==> config.mk <==
export PLATFORM = sky130hd
export DESIGN_NAME = c2h_dsc_ring_bypass_flat
export DESIGN_NICKNAME = d
export VERILOG_FILES = /design/src/rtl/c2h_dsc_ring_bypass_if.sv /design/src/rtl/c2h_dsc_ring_bypass.sv /design/src/flat_wrapper.sv
export SDC_FILE = /design/constraint.sdc
export NUM_CORES = 1
export LEC_CHECK = 0
export CORE_AREA = 2 2 66 115
export DETAILED_ROUTE_END_ITERATION = 6
export DIE_AREA = 0 0 68 117
export MAX_ROUTING_LAYER = met4
export PLACE_DENSITY = 0.87
export REMOVE_ABC_BUFFERS = 1
export SLEW_MARGIN = 20
export SYNTH_ARGS = -nofsm -noshare
export SYNTH_HDL_FRONTEND = slang
export SYNTH_SLANG_ARGS = --single-unit
==> constraint.sdc <==
create_clock -name clk -period 6.2 [get_ports clk]
set_clock_uncertainty 0.1 [all_clocks]
set_input_delay 0.62 -clock clk [delete_from_list [all_inputs] [get_ports clk]]
set_output_delay 0.62 -clock clk [all_outputs]
set_load 0.005 [all_outputs]
==> src/rtl/c2h_dsc_ring_bypass_if.sv <==
// XDMA C2H descriptor-bypass bus, one lane per channel packed into flat vectors.
// The generator drives the descriptor (master); the XDMA bypass port returns ready (slave).
interface c2h_dsc_ring_bypass_if #(
  parameter int NR_CHANNELS = 1
);
  logic [NR_CHANNELS-1:0]    dsc_byp_ready;
  logic [NR_CHANNELS-1:0]    dsc_byp_load;
  logic [64*NR_CHANNELS-1:0] dsc_byp_dst_addr;
  logic [64*NR_CHANNELS-1:0] dsc_byp_src_addr;
  logic [28*NR_CHANNELS-1:0] dsc_byp_len;
  logic [16*NR_CHANNELS-1:0] dsc_byp_ctl;

  modport master (
    input  dsc_byp_ready,
    output dsc_byp_load, dsc_byp_dst_addr, dsc_byp_src_addr, dsc_byp_len, dsc_byp_ctl
  );

  modport slave (
    output dsc_byp_ready,
    input  dsc_byp_load, dsc_byp_dst_addr, dsc_byp_src_addr, dsc_byp_len, dsc_byp_ctl
  );
endinterface

==> src/rtl/c2h_dsc_ring_bypass.sv <==
// Per-channel C2H descriptor-bypass generator walking a ring of fixed-size host buffers,
// with in-flight limiting, tlast-based completion tracking and host release accounting.
//
// state | meaning
// IDLE  | no descriptor offered; waits for enable and room in ring / in-flight budget
// OFFER | descriptor presented on the bypass port, held until XDMA accepts it
module c2h_dsc_ring_bypass #(
  parameter int          NR_CHANNELS  = 1,
  parameter int          RING_ENTRIES = 16,
  parameter logic [27:0] BUF_LEN      = 28'h1000,
  parameter logic [63:0] BASE_ADDR    = 64'h1_0000_0000,
  parameter int          MAX_INFLIGHT = 4,
  parameter logic [15:0] CTL_VALUE    = 16'h0,
  parameter int          IW           = $clog2(RING_ENTRIES)
) (
  input  logic                          clk,
  input  logic                          rst,
  input  logic [NR_CHANNELS-1:0]        enable,
  c2h_dsc_ring_bypass_if.master         byp,
  input  logic [NR_CHANNELS-1:0]        c2h_tlast_fire,
  input  logic [NR_CHANNELS-1:0]        rel_valid,
  input  logic [(IW+1)*NR_CHANNELS-1:0] rel_cnt,
  output logic [IW*NR_CHANNELS-1:0]     wr_idx,
  output logic [4*NR_CHANNELS-1:0]      inflight,
  output logic [(IW+1)*NR_CHANNELS-1:0] filled,
  output logic [2*NR_CHANNELS-1:0]      err
);

  typedef enum logic {IDLE, OFFER} state_e;

  localparam int SW = IW + 5;

  for (genvar ch = 0; ch < NR_CHANNELS; ch++) begin : g_ch
    localparam logic [63:0] CH_BASE = BASE_ADDR + 64'(ch) * 64'(RING_ENTRIES) * 64'(BUF_LEN);

    state_e        state_q, state_d;
    logic [IW-1:0] wr_idx_q, wr_idx_d;
    logic [3:0]    inflight_q, inflight_d;
    logic [IW:0]   filled_q, filled_d;
    logic [1:0]    err_q, err_d;
    logic [63:0]   dst_q, dst_d;

    logic          accept;
    logic          comp_ok;
    logic [IW:0]   rel_cnt_ch;
    logic [IW+1:0] filled_inc;
    logic [SW-1:0] occ_q, occ_d;
    logic          elig_q, elig_d;

    assign rel_cnt_ch = rel_cnt[ch*(IW+1) +: IW+1];

    always_comb begin
      accept     = (state_q == OFFER) && byp.dsc_byp_ready[ch];
      comp_ok    = c2h_tlast_fire[ch] && (inflight_q != 4'd0);
      err_d      = err_q;
      if (c2h_tlast_fire[ch] && (inflight_q == 4'd0)) err_d[0] = 1'b1;

      inflight_d = inflight_q + 4'(accept) - 4'(comp_ok);

      // One bit of headroom so a release checked against filled+1 cannot wrap.
      filled_inc = {1'b0, filled_q} + (IW+2)'(comp_ok);
      filled_d   = (IW+1)'(filled_inc);
      if (rel_valid[ch]) begin
        if ((IW+2)'(rel_cnt_ch) > filled_inc) begin
          filled_d = '0;
          err_d[1] = 1'b1;
        end else begin
          filled_d = (IW+1)'(filled_inc - (IW+2)'(rel_cnt_ch));
        end
      end

      wr_idx_d = wr_idx_q + IW'(accept);
      dst_d    = CH_BASE + 64'(wr_idx_d) * 64'(BUF_LEN);

      occ_q  = SW'(inflight_q) + SW'(filled_q);
      occ_d  = SW'(inflight_d) + SW'(filled_d);
      elig_q = enable[ch] && (inflight_q < 4'(MAX_INFLIGHT)) && (occ_q < SW'(RING_ENTRIES));
      elig_d = enable[ch] && (inflight_d < 4'(MAX_INFLIGHT)) && (occ_d < SW'(RING_ENTRIES));

      state_d = state_q;
      case (state_q)
        IDLE:    if (elig_q) state_d = OFFER;
        OFFER:   if (accept) state_d = elig_d ? OFFER : IDLE;
        default: state_d = IDLE;
      endcase
    end

    always_ff @(posedge clk) begin
      if (rst) begin
        state_q    <= IDLE;
        wr_idx_q   <= '0;
        inflight_q <= '0;
        filled_q   <= '0;
        err_q      <= '0;
        dst_q      <= CH_BASE;
      end else begin
        state_q    <= state_d;
        wr_idx_q   <= wr_idx_d;
        inflight_q <= inflight_d;
        filled_q   <= filled_d;
        err_q      <= err_d;
        dst_q      <= dst_d;
      end
    end

    assign byp.dsc_byp_load[ch]              = (state_q == OFFER);
    assign byp.dsc_byp_dst_addr[ch*64 +: 64] = dst_q;
    assign byp.dsc_byp_src_addr[ch*64 +: 64] = 64'd0;
    assign byp.dsc_byp_len[ch*28 +: 28]      = BUF_LEN;
    assign byp.dsc_byp_ctl[ch*16 +: 16]      = CTL_VALUE;

    assign wr_idx[ch*IW +: IW]         = wr_idx_q;
    assign inflight[ch*4 +: 4]         = inflight_q;
    assign filled[ch*(IW+1) +: IW+1]   = filled_q;
    assign err[ch*2 +: 2]              = err_q;
  end

endmodule

==> src/flat_wrapper.sv <==
// flat-port wrapper written by rule: the top's interface ports become plain ports
module c2h_dsc_ring_bypass_flat 
#(
  parameter int          NR_CHANNELS  = 1,
  parameter int          RING_ENTRIES = 16,
  parameter logic [27:0] BUF_LEN      = 28'h1000,
  parameter logic [63:0] BASE_ADDR    = 64'h1_0000_0000,
  parameter int          MAX_INFLIGHT = 4,
  parameter logic [15:0] CTL_VALUE    = 16'h0,
  parameter int          IW           = $clog2(RING_ENTRIES)
)
  (clk, rst, enable, c2h_tlast_fire, rel_valid, rel_cnt, wr_idx, inflight, filled, err, byp_dsc_byp_ready, byp_dsc_byp_load, byp_dsc_byp_dst_addr, byp_dsc_byp_src_addr, byp_dsc_byp_len, byp_dsc_byp_ctl);
  c2h_dsc_ring_bypass_if #(.NR_CHANNELS(NR_CHANNELS)) byp_i ();
  input  logic clk;
  input  logic rst;
  input  logic [NR_CHANNELS-1:0] enable;
  input  logic [NR_CHANNELS-1:0] c2h_tlast_fire;
  input  logic [NR_CHANNELS-1:0] rel_valid;
  input  logic [(IW+1)*NR_CHANNELS-1:0] rel_cnt;
  output logic [IW*NR_CHANNELS-1:0] wr_idx;
  output logic [4*NR_CHANNELS-1:0] inflight;
  output logic [(IW+1)*NR_CHANNELS-1:0] filled;
  output logic [2*NR_CHANNELS-1:0] err;
  input wire logic [$bits(byp_i.dsc_byp_ready)-1:0] byp_dsc_byp_ready;
  output wire logic [$bits(byp_i.dsc_byp_load)-1:0] byp_dsc_byp_load;
  output wire logic [$bits(byp_i.dsc_byp_dst_addr)-1:0] byp_dsc_byp_dst_addr;
  output wire logic [$bits(byp_i.dsc_byp_src_addr)-1:0] byp_dsc_byp_src_addr;
  output wire logic [$bits(byp_i.dsc_byp_len)-1:0] byp_dsc_byp_len;
  output wire logic [$bits(byp_i.dsc_byp_ctl)-1:0] byp_dsc_byp_ctl;
  assign byp_i.dsc_byp_ready = byp_dsc_byp_ready;
  assign byp_dsc_byp_load = byp_i.dsc_byp_load;
  assign byp_dsc_byp_dst_addr = byp_i.dsc_byp_dst_addr;
  assign byp_dsc_byp_src_addr = byp_i.dsc_byp_src_addr;
  assign byp_dsc_byp_len = byp_i.dsc_byp_len;
  assign byp_dsc_byp_ctl = byp_i.dsc_byp_ctl;
  c2h_dsc_ring_bypass #(.NR_CHANNELS(NR_CHANNELS), .RING_ENTRIES(RING_ENTRIES), .BUF_LEN(BUF_LEN), .BASE_ADDR(BASE_ADDR), .MAX_INFLIGHT(MAX_INFLIGHT), .CTL_VALUE(CTL_VALUE), .IW(IW)) u_core (.clk(clk), .rst(rst), .enable(enable), .byp(byp_i), .c2h_tlast_fire(c2h_tlast_fire), .rel_valid(rel_valid), .rel_cnt(rel_cnt), .wr_idx(wr_idx), .inflight(inflight), .filled(filled), .err(err));
endmodule
==> metrics.yaml <==
run_status:
  status: "completed"
worst_setup_path:
  crit_type: "flop to flop"
  crit_start: "u_core.inflight[2]$_SDFF_PP0_"
  critPathMaxFanout: 4
  worst_r2r_startpoint: "u_core.inflight[2]$_SDFF_PP0_"
  crit_arrival_ps: 4380
  worstPathRequired_ps: 6270
  start_kind: "flop"
  critPathCaptureType: "flop"
route:
  drc: 0
  viasPerCell: 3.780
  drt_pass1_iterations: 3
  wl_per_cell_um: 9.787
  first_iter_violations: 30
  vias: 1614
  wl_um: 4179
  final_antenna_net_count: 0
timing:
  slew_violations: 0
  period_minus_slack_ps: 4307
  finalCritPeriodShare_pct: 69.47
  tns_ps: 0
  worst_pin_slew_ps: 607.4
  max_slew_margin_pct: 59.38
  hold_viol: 0
  fmaxAchievable_ghz: 0.2322
  setup_viol: 0
  rsz0062_at_grt: "no"
hold_path:
  hp-start: "u_core.err[0]$_SDFFE_PP0P_"
  hold_path_class: "flop to flop"
place:
  dp.cells: 424
  gp_congestion: 0.8979
  place_area_mm2: 0.002282
  hpwl_um: 3667
  port_buffers: 30
synth:
  ys_types: 38
  synth_cells: 316
  synth_fa_ha_area_share_pct: 13.84
  synth_edf_count: 0
  synth_xor_area_share_pct: 2.404
  synth_compound_area_share_pct: 8.096
  syn_area_per_cell_um2: 8.069
  synth_mux_area_share_pct: 0
  synth_seq_cells: 16
  yosysSeqAreaShare_pct: 12.56
  ys_warn_count: 0
  synth_area_mm2: 0.002550
  synth_top_family_by_area: "buffers and inverters"
  synth_ff_type: "dfxtp_1"
  async_reset_ff_share_pct: 0
  synth-simple-area-share_pct: 9.666
floorplan:
  die_x_um: 68
  start_util_pct: 36.02
  io-pin-count: 199
  die-height_um: 117
  coreArea_mm2: 0.007079
  fp.dieArea_mm2: 0.007956
  placementRows: 41
final_layout:
  mostFrequentLayoutCells: "168 x conb_1, 30 x clkdlybuf4s50_1, 25 x ha_1, 16 x dfxtp_1, 15 x inv_1"
  final_cells: 427
  syn_to_final_growth_pct: -7.556
  final_common_cell: "conb_1"
  drive_gt1_share_pct: 2.346
  finish.net_count: 381
  final_area_mm2: 0.002357
  diodes: 0
  fillers: 777
global_route:
  grt_max_degree: 17
  antenna_found_initial: 0
  grt_pass1_vias: 1271
  grt_usage_pct: 10.14
  grt_pass1_wl_um: 5775
  overflow: 0
pwr:
  leakage_nw: 1.315
  ir_worst_vdd_uv: 178.7
  power_mw: 0.6474
  power_density_mw_per_mm2: 274.7
clock_tree:
  cts_resized: 0
  path_clk_slew_ps: 50
  clock_path_buffers: 2
  clkSinkCount: 16
  cts_buffers: 3
  root_buffer: "clkbuf_16"
  h-tree-depth: 1
  cts_tree: "built"
  cts_hold_buf: 0
  insertion_delay_ps: 250
  cts_setup_buffers: 0
run:
  cap_violations: 0
## final timing paths
check             cells past startpoint  slack, ps                            endpoint
setup / recovery                     18       1890  u_core.byp.dsc_byp_load$_SDFF_PP0_
hold / removal                        2        370          u_core.err[0]$_SDFFE_PP0P_
hold reg to reg                       2        370          u_core.err[0]$_SDFFE_PP0P_
setup reg to reg                     18       1890  u_core.byp.dsc_byp_load$_SDFF_PP0_
## cells by family after synthesis
kind of cell | count (synthesis)
other | 2
buffers and inverters | 189
and+or+nand+nor | 48
DFF | 16
xor gates and xnor gates | 7
AOI/OAI and AO/OA | 27
adders and majority gates | 27
## metrics by stage
stage / setup slack (ps) / hold WS (ps) / util [%]
after floorplan: 2382 / 360.4 / -
after global placement: 1800 / 354.7 / 32.24
after detailed placement: 1694 / 365.6 / 32.24
after CTS: 1917 / 378.6 / 33.30
after global routing: 1606 / 411.0 / 33.30
final: 1893 / 369.9 / 33.30
## synth_stat cells, drive strengths merged (2+ instances only)
library cell  number  area share, %
a31oi              2           0.49
nand3              6            1.4
nor2              11            1.6
nand2b             2           0.49
a21oi             10            2.0
ha                25             12
xor2               5            1.7
dfxtp             16             13
a221oi             2           0.93
fa                 2            1.6
nand2             11            1.6
buf              172             51
nor2b              8            2.0
a31o               3            1.4
xnor2              2           0.69
inv               15            2.2
conb               2           0.29
and3               3           0.74
clkbuf             2           0.29
o21ai              2           0.39
o21bai             2            1.0
## per-layer routing
metal / GRT usage [%] / vias to the layer above / share of wire (%)
li1: - / 723 / -
met1: 8.471 / 710 / 28
met2: 19.81 / 172 / 54
met3: 1.052 / 9 / 14
met4: 6.667 / 0 / 3.4
met5: - / - / 0
## sequential cells by signal, summed over array words and instances, names as in the netlist
name,cells
u_core.filled,5
u_core.byp.dsc_byp_dst_addr,4
u_core.inflight,4
u_core.err,2
u_core.byp.dsc_byp_load,1
## critical path: stages, from the launching register on
cell,delay (ps)
dfxtp_1,360
inv_1,80
ha_1,240
and3_1,210
nor2b_1,200
ha_1,210
ha_1,200
nand3_1,100
xor2_1,270
ha_1,350
a21oi_1,280
a31oi_1,180
or3_1,350
nand2_1,80
ha_1,220
and3_1,190
a221oi_1,240
o21ai_0,150
a221oi_2,210
## cell type report
| type | instances | area [µm²] | area share, % |
|---|---|---|---|
| Tap cell | 86 | 107.6 | 4.565 |
| Timing Repair Buffer | 30 | 300.3 | 12.74 |
| Multi-Input combinational cell | 277 | 1498 | 63.54 |
| Inverter | 15 | 56.30 | 2.389 |
| Clock buffer | 3 | 75.07 | 3.185 |
| Sequential cell | 16 | 320.3 | 13.59 |
## report_power, final
group | switching [mW] | internal, mW | leakage (nW)
Clock | 0.0419 | 0.0848 | 0.0370
Sequential | 0.0218 | 0.126 | 0.131
Combinational | 0.204 | 0.169 | 1.15
Total | 0.268 | 0.379 | 1.31
(Power assumes the default switching activity.)
